`config.mk`:
```
export PLATFORM = sky130hd
export DESIGN_NAME = mmu_result_drain
export DESIGN_NICKNAME = d
export VERILOG_FILES = /design/src/rtl/mmu_result_drain_pkg.sv /design/src/rtl/mmu_result_drain_fifo.sv /design/src/rtl/mmu_result_drain.sv
export SDC_FILE = /design/constraint.sdc
export NUM_CORES = 1
export LEC_CHECK = 0
export ABC_AREA = 1
export ABC_CLOCK_PERIOD_IN_PS = 17300
export CAP_MARGIN = 40
export CORE_MARGIN = 2
export CORE_UTILIZATION = 61
export DETAILED_ROUTE_END_ITERATION = 8
export HOLD_SLACK_MARGIN = 0.02
export PLACE_DENSITY = 0.86
export SETUP_SLACK_MARGIN = 0.05
export SYNTH_ARGS = -nofsm -noshare
export SYNTH_HDL_FRONTEND = slang
export SYNTH_SLANG_ARGS = --single-unit
```
`constraint.sdc`:
```
create_clock -name clk -period 17.3 [get_ports clk]
set_input_delay 5.19 -clock clk [delete_from_list [all_inputs] [get_ports clk]]
set_output_delay 5.19 -clock clk [all_outputs]
set_load 0.05 [all_outputs]
```
`src/rtl/mmu_result_drain_pkg.sv`:
```
// mmu_result_drain_pkg: shared defaults and drain FSM state type
package mmu_result_drain_pkg;
  localparam int ACC_WIDTH_DEF = 32;
  typedef enum logic [1:0] {IDLE, LOAD, STREAM} drain_state_t;
endpackage

```
`src/rtl/mmu_result_drain_fifo.sv`:
```
// mmu_result_drain_fifo: synchronous row FIFO with simultaneous push/pop
module mmu_result_drain_fifo #(
  parameter int W     = 8,
  parameter int DEPTH = 4
) (
  input  logic         clk,
  input  logic         rst,
  input  logic         push,
  input  logic         pop,
  input  logic [W-1:0] din,
  output logic [W-1:0] dout,
  output logic         full,
  output logic         empty
);
  localparam int AW = $clog2(DEPTH);
  logic [W-1:0] mem [DEPTH];
  logic [AW-1:0] wr_ptr, rd_ptr;
  logic [AW:0] count;
  logic do_push, do_pop;
  assign do_pop  = pop & ~empty;
  assign do_push = push & (~full | do_pop);
  assign full    = count == (AW+1)'(DEPTH);
  assign empty   = count == '0;
  assign dout    = mem[rd_ptr];
  always_ff @(posedge clk) begin
    if (rst) begin
      wr_ptr <= '0;
      rd_ptr <= '0;
      count  <= '0;
    end else begin
      if (do_push) begin
        mem[wr_ptr] <= din;
        wr_ptr      <= wr_ptr + 1'b1;
      end
      if (do_pop) rd_ptr <= rd_ptr + 1'b1;
      count <= count + (AW+1)'(do_push) - (AW+1)'(do_pop);
    end
  end
endmodule

```
`src/rtl/mmu_result_drain.sv`:
```
// mmu_result_drain: deskews the systolic result bus into rows and buffers them for a consumer
module mmu_result_drain
  import mmu_result_drain_pkg::*;
#(
  parameter int SIZE       = 4,
  parameter int ACC_WIDTH  = ACC_WIDTH_DEF,
  parameter int PIPE_LAT   = 4,
  parameter int FIFO_DEPTH = 4,
  parameter int IDX_W      = 16
) (
  input  logic                      clk,
  input  logic                      rst,
  input  logic                      control,
  input  logic                      in_valid,
  input  logic [SIZE*ACC_WIDTH-1:0] acc_out,
  output logic                      out_valid,
  input  logic                      out_ready,
  output logic [SIZE*ACC_WIDTH-1:0] out_row,
  output logic [IDX_W-1:0]          out_idx,
  output logic                      busy,
  output logic                      overflow,
  output logic [IDX_W-1:0]          drop_count,
  output logic                      proto_err
);
  localparam int TAG_LEN = PIPE_LAT + SIZE - 1;
  localparam int RW      = SIZE * ACC_WIDTH;
  logic [TAG_LEN-1:0] tag;
  logic [RW-1:0] row_in, row_out;
  logic [IDX_W-1:0] row_idx, idx_out;
  logic push, pop, full, empty;
  drain_state_t state;
  assign push      = tag[TAG_LEN-1];
  assign out_valid = ~empty;
  assign pop       = out_valid & out_ready;
  assign out_row   = out_valid ? row_out : '0;
  assign out_idx   = out_valid ? idx_out : '0;
  assign busy      = |tag | ~empty;
  for (genvar j = 0; j < SIZE; j++) begin : g_col
    if (j == SIZE - 1) begin : g_direct
      assign row_in[ACC_WIDTH*(j+1)-1 -: ACC_WIDTH] = acc_out[ACC_WIDTH*(j+1)-1 -: ACC_WIDTH];
    end else begin : g_dl
      logic [ACC_WIDTH-1:0] dl [SIZE-1-j];
      always_ff @(posedge clk) begin
        if (rst) begin
          for (int i = 0; i < SIZE - 1 - j; i++) dl[i] <= '0;
        end else begin
          dl[0] <= acc_out[ACC_WIDTH*(j+1)-1 -: ACC_WIDTH];
          for (int i = 1; i < SIZE - 1 - j; i++) dl[i] <= dl[i-1];
        end
      end
      assign row_in[ACC_WIDTH*(j+1)-1 -: ACC_WIDTH] = dl[SIZE-2-j];
    end
  end
  always_ff @(posedge clk) begin
    if (rst) begin
      state      <= IDLE;
      tag        <= '0;
      row_idx    <= '0;
      overflow   <= 1'b0;
      drop_count <= '0;
      proto_err  <= 1'b0;
    end else begin
      tag       <= {tag[TAG_LEN-2:0], in_valid & ~control};
      proto_err <= proto_err | (in_valid & control);
      row_idx   <= (state == LOAD && !control) ? '0 : row_idx + IDX_W'(push);
      if (push & full & ~pop) begin
        overflow   <= 1'b1;
        drop_count <= &drop_count ? drop_count : drop_count + 1'b1;
      end
      state <= state == IDLE ? (control ? LOAD : in_valid ? STREAM : IDLE) :
               state == LOAD ? (control ? LOAD : STREAM) :
               control ? LOAD : (~|tag & ~in_valid) ? IDLE : STREAM;
    end
  end
  mmu_result_drain_fifo #(.W(IDX_W + RW), .DEPTH(FIFO_DEPTH)) u_fifo (
    .clk   (clk),
    .rst   (rst),
    .push  (push),
    .pop   (pop),
    .din   ({row_idx, row_in}),
    .dout  ({idx_out, row_out}),
    .full  (full),
    .empty (empty)
  );
endmodule
```
# After elaboration in Yosys (flattened, before gate mapping)
# Memories as Yosys holds them, arrays and structs flattened. A register that Yosys moved wholly into a read port is not among the register bits.
# Index checks and enable logic that the tools add are counted.
totals:
  latchBits: 0
  output_inout_bits: 164
  ramBits: 768
  memories: 4
  elab_cells: 77
  regBits: 50
  inputBits: 133
  mem_bits_ro: 0
mem_list:
  columns: ["name", "depth", "width", "read_ports", "rd_clocked_by_memory_dff", "write_ports", "line", "rtl"]
  rows:
  - ["u_fifo.mem", 4, 144, 1, 1, 1, "mmu_result_drain_fifo.sv:16", "logic [W-1:0] mem [DEPTH];"]
  - ["g_col[0].g_dl.dl", 3, 32, 3, 0, 3, "mmu_result_drain.sv:42", "logic [ACC_WIDTH-1:0] dl [SIZE-1-j];"]
  - ["g_col[1].g_dl.dl", 2, 32, 2, 0, 2, "mmu_result_drain.sv:42", null]
  - ["g_col[2].g_dl.dl", 1, 32, 1, 0, 1, "mmu_result_drain.sv:42", null]
classes:
  n_mux: 24
  reduce_logical: 10
  n_shift: 0
  bitwise_logic: 22
  div: 0
  magnitude_cmp: 0
  eq_ne: 2
  n_addsub: 6
  n_mul: 0
ops:
  columns: ["operator", "n"]
  rows:
  - ["32-bit 2-to-1 mux", 6]
  - ["128-bit 2-to-1 mux", 1]
  - ["32-bit OR reduction", 1]
  - ["2-bit 2-to-1 mux", 9]
  - ["16-bit by 1-bit adder with 16-bit output", 1]
  - ["16-bit by 1-bit adder with 16-bit output, second input constant", 1]
  - ["16-bit 2-to-1 mux", 1]
  - ["16-bit AND reduction", 1]
  - ["1-bit AND", 8]
  - ["1-bit bitwise OR", 8]
  - ["1-bit 2-to-1 mux", 7]
  - ["7-bit OR reduction", 1]
  - ["1-bit NOT", 6]
  - ["2-bit by 1-bit adder with 2-bit output, second input constant", 2]
  - ["3-bit by 1-bit adder with 3-bit output", 1]
  - ["3-bit equality test, second input constant", 1]
  - ["3-bit zero test", 1]
  - ["3-bit by 1-bit subtractor with 3-bit output", 1]
  - ["2-bit by 1-bit equality test with 1-bit output, second input constant", 1]
  - ["1-bit zero test", 2]
  - ["2-bit zero test", 1]
  - ["2-bit AND reduction", 1]
  - ["2-bit OR reduction", 1]
  - ["1-bit logical AND", 1]

# Depth between registers and ports, before layout
logic_depth:
  ltp_word: 9
  depth_mapped: 9
  depth_no_buf: 9

# Modules after synthesis
# From an unflattened synthesis, not the netlist that was laid out.
hier_totals:
  hier_cells: 2653
  area_unflattened_um2: 30397.9
modules_own_cells:
  columns: ["mod", "cells_per_inst", "n_inst", "area_per_inst_um2"]
  rows:
  - ["mmu_result_drain_fifo", 1463, 1, 21838.4]
  - ["mmu_result_drain", 1190, 1, 8559.5]

# Least setup slack after synthesis
# Ideal clock, no wire load.
synth_path:
  path_kind: "input to register"
  startpoint: "input port out_ready"
  endpoint: "memory u_fifo.mem[0][0] (netlist name), enable pin"
  path_slack_ns: 5.098
  t_arrival_ns: 11.553
  path_buffers: 0
  cell_stages: 6
  setup_time_ns: 0.649
  t_required_ns: 16.651
  cell_sequence: "inv_1 > nand3_1 > nand2_1 > inv_1 > nand2_1 > nor2_1"
synth_via:
  elab_chain_cells: 7
synth_lines:
  columns: ["item", "line", "rtl"]
  rows:
  - ["start: declaration", "mmu_result_drain.sv:17", "input logic out_ready,"]
  - ["1-bit AND", "mmu_result_drain.sv:34", "assign pop = out_valid & out_ready;"]
  - ["1-bit AND", "mmu_result_drain_fifo.sv:20", "assign do_pop = pop & ~empty;"]
  - ["1-bit bitwise OR", "mmu_result_drain_fifo.sv:21", "assign do_push = push & (~full | do_pop);"]
  - ["1-bit AND", "mmu_result_drain_fifo.sv:21", null]
  - ["1-bit 2-to-1 mux", "mmu_result_drain_fifo.sv:31", "if (do_push) begin"]
  - ["1-bit 2-to-1 mux", "mmu_result_drain_fifo.sv:26", "if (rst) begin"]
  - ["1-bit 2-to-1 mux (not written as such)", "mmu_result_drain_fifo.sv:32", "mem[wr_ptr] <= din;"]
  - ["end: declaration", "mmu_result_drain_fifo.sv:16", null]
# Every way passes these cells.

==> summary.md <==
| Metric | Value |
|---|---|
| Width of the die | approximately 230 µm |
| Tightest Pin Transition | 887.9 ps |
| Asr flop ratio synth | 0 |
| Synth top area cells | edfxtp_1, dfxtp_1, nor2_1 |
| Num ports | 297 |
| Post-Syn Instances | 2,646 |
| Worst Setup End Kind | primary output |
| Grt ovf | 0 |
| Initial core utilization | 0.6160 |
| Maximum clock frequency | 105.2 MHz |
| Nets in the synthesized netlist | 2,789 |
| FP Rows | 81 |
| # DRC | 0 |
| Global-route wire length before repair | ~110,000 µm |
| Crit-path cells | buf_4 > buf_4 > buf_16 > nor2_1 > nor2_1 > o21ai_0 > a21oi_1 > clkdlybuf4s50_1 |
| Pint | 3.710 mW |
| Final Skew | 19.10 ps |
| Power Density | 160.8 nW/µm² |
| Hold Vio Cnt, Final | 0 |
| Peak supply drop | 0.0001318 V |
| Maxcap violations | 0 |
| Yosys reg bits | 820 |
| Core area | 48,750 µm² |
| CTS tree | done |
| Overall Global Routing Usage | 0.2714 |
| Area of the multi-input gates | roughly 6300 µm² |
| Count leader, synth | nor2_1 |
| DIE AREA | approximately 51,000 µm² |
| Final Max Slew Viols | 0 |
| WP data arrival | approximately 4300 ps |
| Leakage power | 13.25 nW |
| Syn Std Cell Area | 30,030 µm² |
| # setup viols final | 0 |
| Slew margin rel. | 0.4081 |
| Synth cell count leaders | nor2_1, edfxtp_1, o21ai_0 |
| Die Y | 225.9 µm |
| Share of post-route cells with drive strength above 1 | 0.06099 |
| CP top delay family | buffers and inverters |
| First-pass DRT Iterations | 5 |
| Switching share of power | 0.3657 |
| Hold WC Path Type | reg2reg |
| Postcts setup bufs | 0 |
| DR iter-0 viols | 1,757 |
| Clock Pin Slew Worst Setup and Hold Paths | 60 ps |
| Fill cell count | 2,947 |
| Clock share of power | 0.296 |
| TNS Setup | 0 ps |
| Final period util | 0.5494 |
| Register area | around 22,000 µm² |
| CP max FO | 70 |
| Area delta synth->final | 21.12% |
| Routability cong. | between 0.8 and 0.9 |
| Unrepaired setup endpoints after global routing | no |
| EDFF count, synth | 576 |
| Vias in the first global route | 20,323 |
| DR WL/cell | 19.14 µm |
| Max incr delay on CP | 880 ps |
| Num CTS Buffers | 79 |
| Status | completed |
| Sequential share of power | 0.367 |
| Initial antenna violation count | 4 |
| Crit Path Class | reg2out |
| Cell accounting for the most synthesized area | edfxtp_1 |
| DRT Wirelength | 69,880 µm |
| Clock Latency Late Sink | approximately 610 ps |
| YS warnings | 0 |
| Synth unique cells | 32 |
| Post-layout util | 0.7461 |
| Post-synthesis sequential area ratio | 0.7387 |
| Nets | 3,066 |
| Switching power | between 2 and 2.5 mW |
| Critical path required time | 12,110 ps |
| Synth Area per Inst | 11.35 µm² |
| Minimum clock period | ~9500 ps |
| PostCTS Resize Cnt | 0 |
| Total number of vias | roughly 20,000 |
| Combinational Power Share | 0.337 |
| Clock H-tree levels | 3 |
| CTS Hold Bufs | 0 |
| Total power | 5.849 mW |
| Bufs on Longest Clock Path | 3 |
| CTS Sinks | 820 |
| IO Port Bufs | between 200 and 300 |
| Detail Placement HPWL | 39,700 µm |
| Critical Path Source Type | register |
| Slowest cell on crit path | clkdlybuf4s50_1 |
| Final ANT Viol Nets | 0 |
| Worst Path Buf+Inv | 4 |
| Prevailing post-synth register cell | edfxtp_1 |
| Top-area cell type share of the netlist area | 0.5760 |
| CTS root buffer | clkbuf_16 |
| Via density | 5.491 |
| Pin count of the biggest net entering global routing | 102 |
==> final timing paths <==
path                                                         from                            endpoint  slack [ps]  cells after the start
worst max register to register         u_fifo.count[2]$_SDFF_PP0_         u_fifo.mem[0][74]$_DFFE_PP_       14250                     10
worst min register to register  g_col[0].g_dl.dl[0][0]$_SDFF_PP0_  g_col[0].g_dl.dl[0][32]$_SDFF_PP0_         400                      2
worst min-delay path            g_col[0].g_dl.dl[0][0]$_SDFF_PP0_  g_col[0].g_dl.dl[0][32]$_SDFF_PP0_         400                      2
worst max-delay path                                     register                          out_row[9]        7800                      8
==> registers in the layout, summed over array words and instances, names as in the netlist, named ones only <==
register / flops
g_col.g_dl.dl: 192
u_fifo.wr_ptr: 2
state: 2
tag: 7
u_fifo.rd_ptr: 2
u_fifo.count: 3
u_fifo.mem: 576
overflow: 1
proto_err: 1
row_idx: 16
drop_count: 16
==> cells by family (layout without fill, tap and decap cells) <==
| kind of cell | count (synthesis) | after routing | share of synthesized area |
|---|---|---|---|
| compound gates | 483 | 483 | 0.08209 |
| xor+xnor | 7 | 7 | 0.002042 |
| fa+ha+maj | 10 | 10 | 0.004417 |
| buf+inv | 385 | 723 | 0.05175 |
| flops | 820 | 820 | 0.7387 |
| other cells | 0 | 2 | 0 |
| simple gates | 941 | 941 | 0.1210 |
==> power by group through the flow <==
stage / registers, mW / logic, mW / clock network (mW)
2_1_floorplan: 2.17 / 1.28 / 0
3_3_place_gp: 2.19 / 1.88 / 0
3_5_place_dp: 2.19 / 1.95 / 0
4_1_cts: 2.15 / 1.97 / 1.75
5_1_grt: 2.15 / 2.06 / 1.82
6_report: 2.15 / 1.97 / 1.73
==> tightest hold or removal path, delay by kind of cell (launching register included) <==
kind                   cells  cell delay (ps)
AND/OR/NAND/NOR            1               30
buffers and inverters      1               40
flip-flops                 1              290
==> per-stage QoR <==
step / setup slack [ps] / instance area (µm²) / hold WS [ps] / instances
global placement: 8368 / 33440 / 389.0 / 3494
finish: 7796 / 36370 / 396.1 / 3650
floorplan: 5098 / 30030 / 388.3 / 2646
global route: 7662 / 36370 / 412.8 / 3649
CTS: 7853 / 36360 / 401.2 / 3648
detailed placement: 8521 / 33740 / 393.4 / 3506
==> final cells by class <==
| cell class | count | share of cell area |
|---|---|---|
| clock inverters | 21 | 0.007053 |
| repair buffers | 333 | 0.09492 |
| multi-input cells | 1441 | 0.1740 |
| well taps | 664 | 0.02284 |
| inverters | 248 | 0.02580 |
| diodes | 2 | 0.0001376 |
| flip-flops and latches | 820 | 0.6101 |
| clock buffers | 121 | 0.06516 |
==> per-layer routing <==
layer / GRT usage / routed length, µm
met4: 0.1107 / 1963
met2: 0.4704 / 35090
met3: 0.05985 / 5983
met5: 0 / 22
met1: 0.3307 / 26820
==> layout by cell type, fill, tap and decap left out, drive strengths merged <==
cell type,netlist,layout
nand3,18,18
inv,247,249
ha,9,9
dfxtp,244,244
nand3b,3,3
nor3,3,3
o21a,2,2
diode,0,2
nand2,74,74
fa,1,1
clkinv,1,13
xor2,3,3
clkinvlp,0,1
xnor2,4,4
o21ai,305,305
bufinv,0,6
edfxtp,576,576
buf,85,38
clkbuf,52,121
nor2,832,832
a21oi,175,175
or2,1,1
nand4,10,10
clkdlybuf4s50,0,295
a31oi,1,1
No activity file was read; power rests on OpenSTA's default activity.
